==> src/rtl/key_pkg.sv <==
// rtl/key_pkg.sv - shared types and constants for the key debounce bank
package key_pkg;

  typedef enum logic [1:0] {
    IDLE         = 2'd0,
    PRESS_WAIT   = 2'd1,
    HELD         = 2'd2,
    RELEASE_WAIT = 2'd3
  } key_state_e;

  // Key channel indices as wired on the front panel
  localparam int KEY_E = 0;
  localparam int KEY_U = 1;
  localparam int KEY_D = 2;
  localparam int KEY_L = 3;
  localparam int KEY_R = 4;

  // Default timing for a 50 MHz clkin
  localparam int N_KEYS_DEF          = 5;
  localparam int DEBOUNCE_CYCLES_DEF = 1000000;   // 20 ms
  localparam int REPEAT_DELAY_DEF    = 25000000;  // 500 ms
  localparam int REPEAT_PERIOD_DEF   = 10000000;  // 200 ms

  // Bits needed for a counter that must hold max_val
  function automatic int cnt_w(input int max_val);
    if (max_val < 2) return 1;
    return $clog2(max_val + 1);
  endfunction

endpackage

==> src/rtl/key_debounce_channel.sv <==
// rtl/key_debounce_channel.sv - synchroniser, debounce FSM and auto-repeat for one key
module key_debounce_channel
  import key_pkg::*;
#(
  parameter int DEBOUNCE_CYCLES = DEBOUNCE_CYCLES_DEF,
  parameter int REPEAT_DELAY    = REPEAT_DELAY_DEF,
  parameter int REPEAT_PERIOD   = REPEAT_PERIOD_DEF
) (
  input  logic i_clk,
  input  logic i_rst,
  input  logic i_key_raw,
  input  logic i_repeat_en,
  output logic o_level,
  output logic o_press,
  output logic o_release,
  output logic o_repeat
);

  localparam int DEB_W = cnt_w(DEBOUNCE_CYCLES - 1);
  localparam int REP_W = cnt_w(REPEAT_DELAY);
  localparam int PER_W = cnt_w(REPEAT_PERIOD - 1);

  localparam logic [DEB_W-1:0] DEB_LAST = DEB_W'(DEBOUNCE_CYCLES - 1);
  localparam logic [REP_W-1:0] REP_LAST = REP_W'(REPEAT_DELAY);
  localparam logic [PER_W-1:0] PER_LAST = PER_W'(REPEAT_PERIOD - 1);

  logic             r_sync1;
  logic             r_sync2;
  key_state_e       r_state;
  logic [DEB_W-1:0] r_deb_cnt;
  logic [REP_W-1:0] r_rep_cnt;
  logic [PER_W-1:0] r_per_cnt;

  logic             w_p;
  key_state_e       w_state_nxt;
  logic [DEB_W-1:0] w_deb_nxt;
  logic [REP_W-1:0] w_rep_nxt;
  logic [REP_W-1:0] w_rep_inc;
  logic [PER_W-1:0] w_per_nxt;
  logic             w_press;
  logic             w_release;
  logic             w_tick;

  // Pads idle high, so both flops reset to the released level
  always_ff @(posedge i_clk) begin
    if (i_rst) begin
      r_sync1 <= 1'b1;
      r_sync2 <= 1'b1;
    end else begin
      r_sync1 <= i_key_raw;
      r_sync2 <= r_sync1;
    end
  end

  assign w_p       = ~r_sync2;
  assign w_rep_inc = r_rep_cnt + REP_W'(1);

  // State and counter registers
  always_ff @(posedge i_clk) begin
    if (i_rst) begin
      r_state   <= IDLE;
      r_deb_cnt <= '0;
      r_rep_cnt <= '0;
      r_per_cnt <= '0;
    end else begin
      r_state   <= w_state_nxt;
      r_deb_cnt <= w_deb_nxt;
      r_rep_cnt <= w_rep_nxt;
      r_per_cnt <= w_per_nxt;
    end
  end

  // Next-state, counters and pulse decode; repeat ticks come from rep_cnt
  // reaching the delay, then from a period counter once rep_cnt has saturated
  always_comb begin
    w_state_nxt = r_state;
    w_deb_nxt   = r_deb_cnt;
    w_rep_nxt   = r_rep_cnt;
    w_per_nxt   = r_per_cnt;
    w_press     = 1'b0;
    w_release   = 1'b0;
    w_tick      = 1'b0;
    case (r_state)
      IDLE: begin
        if (w_p) begin
          w_state_nxt = PRESS_WAIT;
          w_deb_nxt   = DEB_W'(1);
        end else begin
          w_deb_nxt   = '0;
        end
      end
      PRESS_WAIT: begin
        if (w_p) begin
          if (r_deb_cnt == DEB_LAST) begin
            w_state_nxt = HELD;
            w_press     = 1'b1;
            w_deb_nxt   = '0;
            w_rep_nxt   = '0;
            w_per_nxt   = '0;
          end else begin
            w_deb_nxt   = r_deb_cnt + DEB_W'(1);
          end
        end else begin
          w_state_nxt = IDLE;
          w_deb_nxt   = '0;
        end
      end
      HELD: begin
        if (w_p) begin
          w_deb_nxt = '0;
          if (r_rep_cnt != REP_LAST) begin
            w_rep_nxt = w_rep_inc;
            w_tick    = (w_rep_inc == REP_LAST);
          end else if (r_per_cnt == PER_LAST) begin
            w_per_nxt = '0;
            w_tick    = 1'b1;
          end else begin
            w_per_nxt = r_per_cnt + PER_W'(1);
          end
        end else begin
          w_state_nxt = RELEASE_WAIT;
          w_deb_nxt   = DEB_W'(1);
        end
      end
      RELEASE_WAIT: begin
        if (!w_p) begin
          if (r_deb_cnt == DEB_LAST) begin
            w_state_nxt = IDLE;
            w_release   = 1'b1;
            w_deb_nxt   = '0;
          end else begin
            w_deb_nxt   = r_deb_cnt + DEB_W'(1);
          end
        end else begin
          w_state_nxt = HELD;
          w_deb_nxt   = '0;
        end
      end
      default: begin
        w_state_nxt = IDLE;
        w_deb_nxt   = '0;
      end
    endcase
  end

  // Level follows the pulses in the same cycle; everything is forced low in reset
  assign o_press   = ~i_rst & w_press;
  assign o_release = ~i_rst & w_release;
  assign o_repeat  = ~i_rst & w_tick & i_repeat_en;
  assign o_level   = ~i_rst & ((r_state == HELD) |
                               ((r_state == RELEASE_WAIT) & ~w_release) |
                               w_press);

endmodule

==> src/rtl/key_debounce_bank.sv <==
// rtl/key_debounce_bank.sv - bank of independent debounced key channels
module key_debounce_bank
  import key_pkg::*;
#(
  parameter int N_KEYS          = N_KEYS_DEF,
  parameter int DEBOUNCE_CYCLES = DEBOUNCE_CYCLES_DEF,
  parameter int REPEAT_DELAY    = REPEAT_DELAY_DEF,
  parameter int REPEAT_PERIOD   = REPEAT_PERIOD_DEF
) (
  input  logic              clkin,
  input  logic              rst,
  input  logic [N_KEYS-1:0] key_raw,
  input  logic [N_KEYS-1:0] repeat_en,
  output logic [N_KEYS-1:0] key_level,
  output logic [N_KEYS-1:0] key_press,
  output logic [N_KEYS-1:0] key_release,
  output logic [N_KEYS-1:0] key_repeat
);

  for (genvar g = 0; g < N_KEYS; g++) begin : g_ch
    key_debounce_channel #(
      .DEBOUNCE_CYCLES(DEBOUNCE_CYCLES),
      .REPEAT_DELAY   (REPEAT_DELAY),
      .REPEAT_PERIOD  (REPEAT_PERIOD)
    ) u_ch (
      .i_clk      (clkin),
      .i_rst      (rst),
      .i_key_raw  (key_raw[g]),
      .i_repeat_en(repeat_en[g]),
      .o_level    (key_level[g]),
      .o_press    (key_press[g]),
      .o_release  (key_release[g]),
      .o_repeat   (key_repeat[g])
    );
  end

endmodule

==> config.mk <==
export PLATFORM = sky130hd
export DESIGN_NAME = key_debounce_bank
export DESIGN_NICKNAME = d
export VERILOG_FILES = /design/src/rtl/key_pkg.sv /design/src/rtl/key_debounce_channel.sv /design/src/rtl/key_debounce_bank.sv
export SDC_FILE = /design/constraint.sdc
export NUM_CORES = 1
export LEC_CHECK = 0
export CORE_MARGIN = 2
export CORE_UTILIZATION = 55
export DETAILED_ROUTE_END_ITERATION = 12
export PLACE_DENSITY = 0.81
export SLEW_MARGIN = 20
export SYNTH_ARGS = -nofsm -noshare
export SYNTH_HDL_FRONTEND = slang
export SYNTH_SLANG_ARGS = --single-unit
==> constraint.sdc <==
create_clock -name clkin -period 2.85 [get_ports clkin]
set_input_delay 0.57 -clock clkin [delete_from_list [all_inputs] [get_ports clkin]]
set_output_delay 0.57 -clock clkin [all_outputs]
set_load 0.01 [all_outputs]
==> summary.md <==
| Metric | Value |
|---|---|
| Routed Antenna Nets | `0` |
| Fin crit share | `1.15` |
| Die Wd | `200 um` |
| CTS Sinks | `365` |
| Core Region | `37,800 um2` |
| Fill cells | `2,516` |
| GRT Total Usage | `0.310` |
| Final Skew | `0.0254 ns` |
| Root Driver | `clkbuf_16` |
| Initial DRC Count | `2,567` |
| Total Neg Setup Slack | `-3.91 ns` |
| Routed wire length | `67,200 um` |
| Synth Flop Type | `dfxtp_1` |
| Vias in the first global route | `22,500` |
| Int Power | `8.77 mW` |
| Sw power | `2.72 mW` |
| Post-Synth XOR/XNOR Area | `0.0510` |
| Commonest non-fill, non-tap cells in the layout | `buf_4 (467), dfxtp_1 (318), nor2_1 (247), nand2_1 (236), nand3_1 (161)` |
| Initial Util | `0.560` |
| Tmin final | `3.27 ns` |
| DIE AREA | `40,000 um2` |
| Pwr Total | `11.5 mW` |
| Clock Latency Late Sink | `0.58 ns` |
| Clk pwr share | `0.494` |
| First-pass GRT wire length | `104,000 um` |
| CP startpoint | `g_ch[3].u_ch.r_rep_cnt[3]` |
| P&R area growth vs syn | `32.6%` |
| Boundary Pins | `32` |
| PD cells | `410 nW/um2` |
| Mapped Nets | `2,795` |
| Worst-margin pin slew | `0.982 ns` |
| Comb power frac | `0.059` |
| Register area share after synthesis | `0.346` |
| CTS buffer count | `41` |
| Most common cell after layout, fill and taps aside | `buf_4` |
| # Max-Cap Violations | `0` |
| Placed cell area | `24,600 um2` |
| Crit path DAT | `2.70 ns` |
| Routability cong. | `0.944` |
| Post-place setup slack | `-1.02 ns` |
| Largest family of logic cells by synthesized area | `simple AND/OR/NAND/NOR gates` |
| Worst R2R End | `g_ch[1].u_ch.r_rep_cnt[18]` |
| Reg2Reg Depth | `11` |
| Placed cell count | `3,529` |
| Final instance area | `28,000 um2` |
| # rows | `71` |
| Final-stage net count | `3,200` |
| Seq cells post-synth | `365` |
| Synth Area in Adders | `0.0266` |
| Final worst setup slack | `-0.422 ns` |
| Layout cells sized above 1 | `0.279` |
| R2R Setup Slk | `-0.07 ns` |
| Setup violators final | `34` |
| Number of synthesized flops with an enable pin | `0` |
| Reg-to-reg startpoint | `g_ch[1].u_ch.r_deb_cnt[12]` |
| Hpwl dp | `40,000 um` |
| Critical Path RT | `2.28 ns` |
| Critical Path Sink Type | `primary output` |
| Share of synthesized area spent on multiplexers | `0.00568` |
| Ant diodes | `0` |
| Max clock buf depth | `3` |
| Final core occ | `0.742` |
| CTS tree | `done` |
| Sw frac | `0.236` |
| Final hold vios | `0` |
| Via density | `6.46` |
| Worst rel slew slack | `0.339` |
| Residual DRC | `0` |
| Mapped cell area | `21,100 um2` |
| HP Class | `register to register` |
| CP Max Fanout | `5` |
| Synth async-reset ratio | `0` |
| Largest net degree at the start of global routing | `64` |
| Pleak | `10.2 nW` |
| Number of port buffers | `31` |
| Die Y | `200 um` |
| Syn_area_per_cell | `7.72 um2` |
| Simple-Gate Fraction of Synth Area | `0.335` |
| Post-synthesis compound-gate area fraction | `0.186` |
| Worst-path clk slew | `0.07 ns` |
| Synthesized instance count | `2,738` |
| Drt wl/cell | `18.2 um` |
| WHS | `0.417 ns` |
| Via Count | `23,800` |
| Max rail drop VDD | `0.369 mV` |
| Class of the most critical setup path | `register to primary output` |
| Synth warn | `0` |
| Final non-filler cell total | `3,686` |
| Max Clock Freq | `306 MHz` |
| Max-slew violations | `0` |
| GRT Residual Overflow | `0` |
| RSZ-0062 raised after global routing | `true` |
| Failing checks | `setup timing` |
| Netlist cell types | `84` |
| Sequential share of power | `0.447` |
| CP startpoint kind | `register` |
| Status | `complete, but fails checks` |
| Initial antenna violation count | `0` |
| CP endpoint | `key_repeat[3]` |
| Drt pass-1 iters | `9` |
| H-tree levels | `2` |
-- repair_timing --
action,4_1_cts,5_1_grt
gates cloned,2,5
buffers inserted,54,30
pin swaps,97,104
gates resized for setup,264,171
hold buffers,0,0
endpoints found under the setup margin,70,150
-- power by group through the flow --
stage          clock network (mW)  registers, mW  logic [mW]
2_1_floorplan                   0           5.25       0.351
3_3_place_gp                    0           5.25       0.555
3_5_place_dp                    0           5.25       0.578
4_1_cts                      5.72           5.13       0.603
5_1_grt                      5.92           5.13       0.722
6_report                     5.67           5.13       0.681
-- layout make-up --
cell class	instances	area, um2	area share
multi-input cells	2122	14000	0.501
flip-flops and latches	365	7390	0.264
repair buffers	541	4260	0.152
clock buffers	59	1220	0.0434
well taps	511	639	0.0228
inverters	72	270	0.00965
clock inverters	16	211	0.00755
-- Yosys cell counts (all sizes together), types with 15 or more instances --
library cell	number	share of area
a211o	17	0.0070
a211oi	33	0.012
a21oi	193	0.046
a311oi	25	0.010
a31oi	74	0.022
a41oi	15	0.0062
and2	28	0.0083
and3	92	0.027
and4	32	0.013
buf	36	0.011
clkbuf	146	0.026
dfxtp	365	0.35
ha	45	0.027
inv	72	0.013
nand2	249	0.044
nand2b	24	0.0071
nand3	172	0.041
nand3b	28	0.0099
nand4	90	0.027
nor2	255	0.045
nor3	94	0.022
nor4	41	0.012
nor4b	16	0.0066
o21ai	137	0.033
o31ai	16	0.0059
or2	22	0.0065
or3	73	0.022
or4	32	0.012
xnor2	54	0.022
xor2	69	0.029
-- routing by layer --
layer | wire length (um) | vias up | global-route usage | share of wire
met4 | 3340 | 0 | 0.157 | 0.050
met2 | 32500 | 1290 | 0.542 | 0.48
met5 | 0 | - | 0 | 0
met1 | 26400 | 11300 | 0.372 | 0.39
li1 | - | 10900 | - | -
met3 | 4900 | 327 | 0.0454 | 0.073
-- critical path, cell delays in order, from the launching register on --
cell and delay, ns:
dfxtp_4 0.37, nand4_1 0.13, or4_4 0.59, or3_4 0.35, a22oi_2 0.15, nand4_1 0.13
o41ai_2 0.22, buf_2 0.18
-- registers in the layout, indices dropped and copies added (netlist names), named ones only --
signal / cells
g_ch.u_ch.r_sync2: 5
g_ch.u_ch.r_deb_cnt: 100
g_ch.u_ch.r_state: 5
g_ch.u_ch.r_sync1: 5
g_ch.u_ch.r_rep_cnt: 125
g_ch.u_ch.r_per_cnt: 120
-- cells by family after synthesis --
| kind of cell | count (synthesis) |
|---|---|
| AO/OA/AOI/OAI | 618 |
| XOR/XNOR | 123 |
| adder cells (fa/ha/maj) | 45 |
| buffers and inverters | 254 |
| flip-flops | 365 |
| multiplexers | 12 |
| AND/OR/NAND/NOR | 1321 |
-- worst min-delay path by stage --
| stage | start | end | cells past startpoint |
|---|---|---|---|
| finish | g_ch[4].u_ch.r_sync1 | g_ch[4].u_ch.r_sync2 | 1 |
| global route | g_ch[4].u_ch.r_sync1 | g_ch[4].u_ch.r_sync2 | 1 |
| CTS | g_ch[3].u_ch.r_sync1 | g_ch[3].u_ch.r_sync2 | 1 |
| detailed placement | g_ch[3].u_ch.r_sync1 | g_ch[3].u_ch.r_sync2 | 1 |
| global placement | g_ch[3].u_ch.r_sync1 | g_ch[3].u_ch.r_sync2 | 1 |
| floorplan | g_ch[0].u_ch.r_sync1 | g_ch[0].u_ch.r_sync2 | 1 |
(Power assumes the default switching activity.)
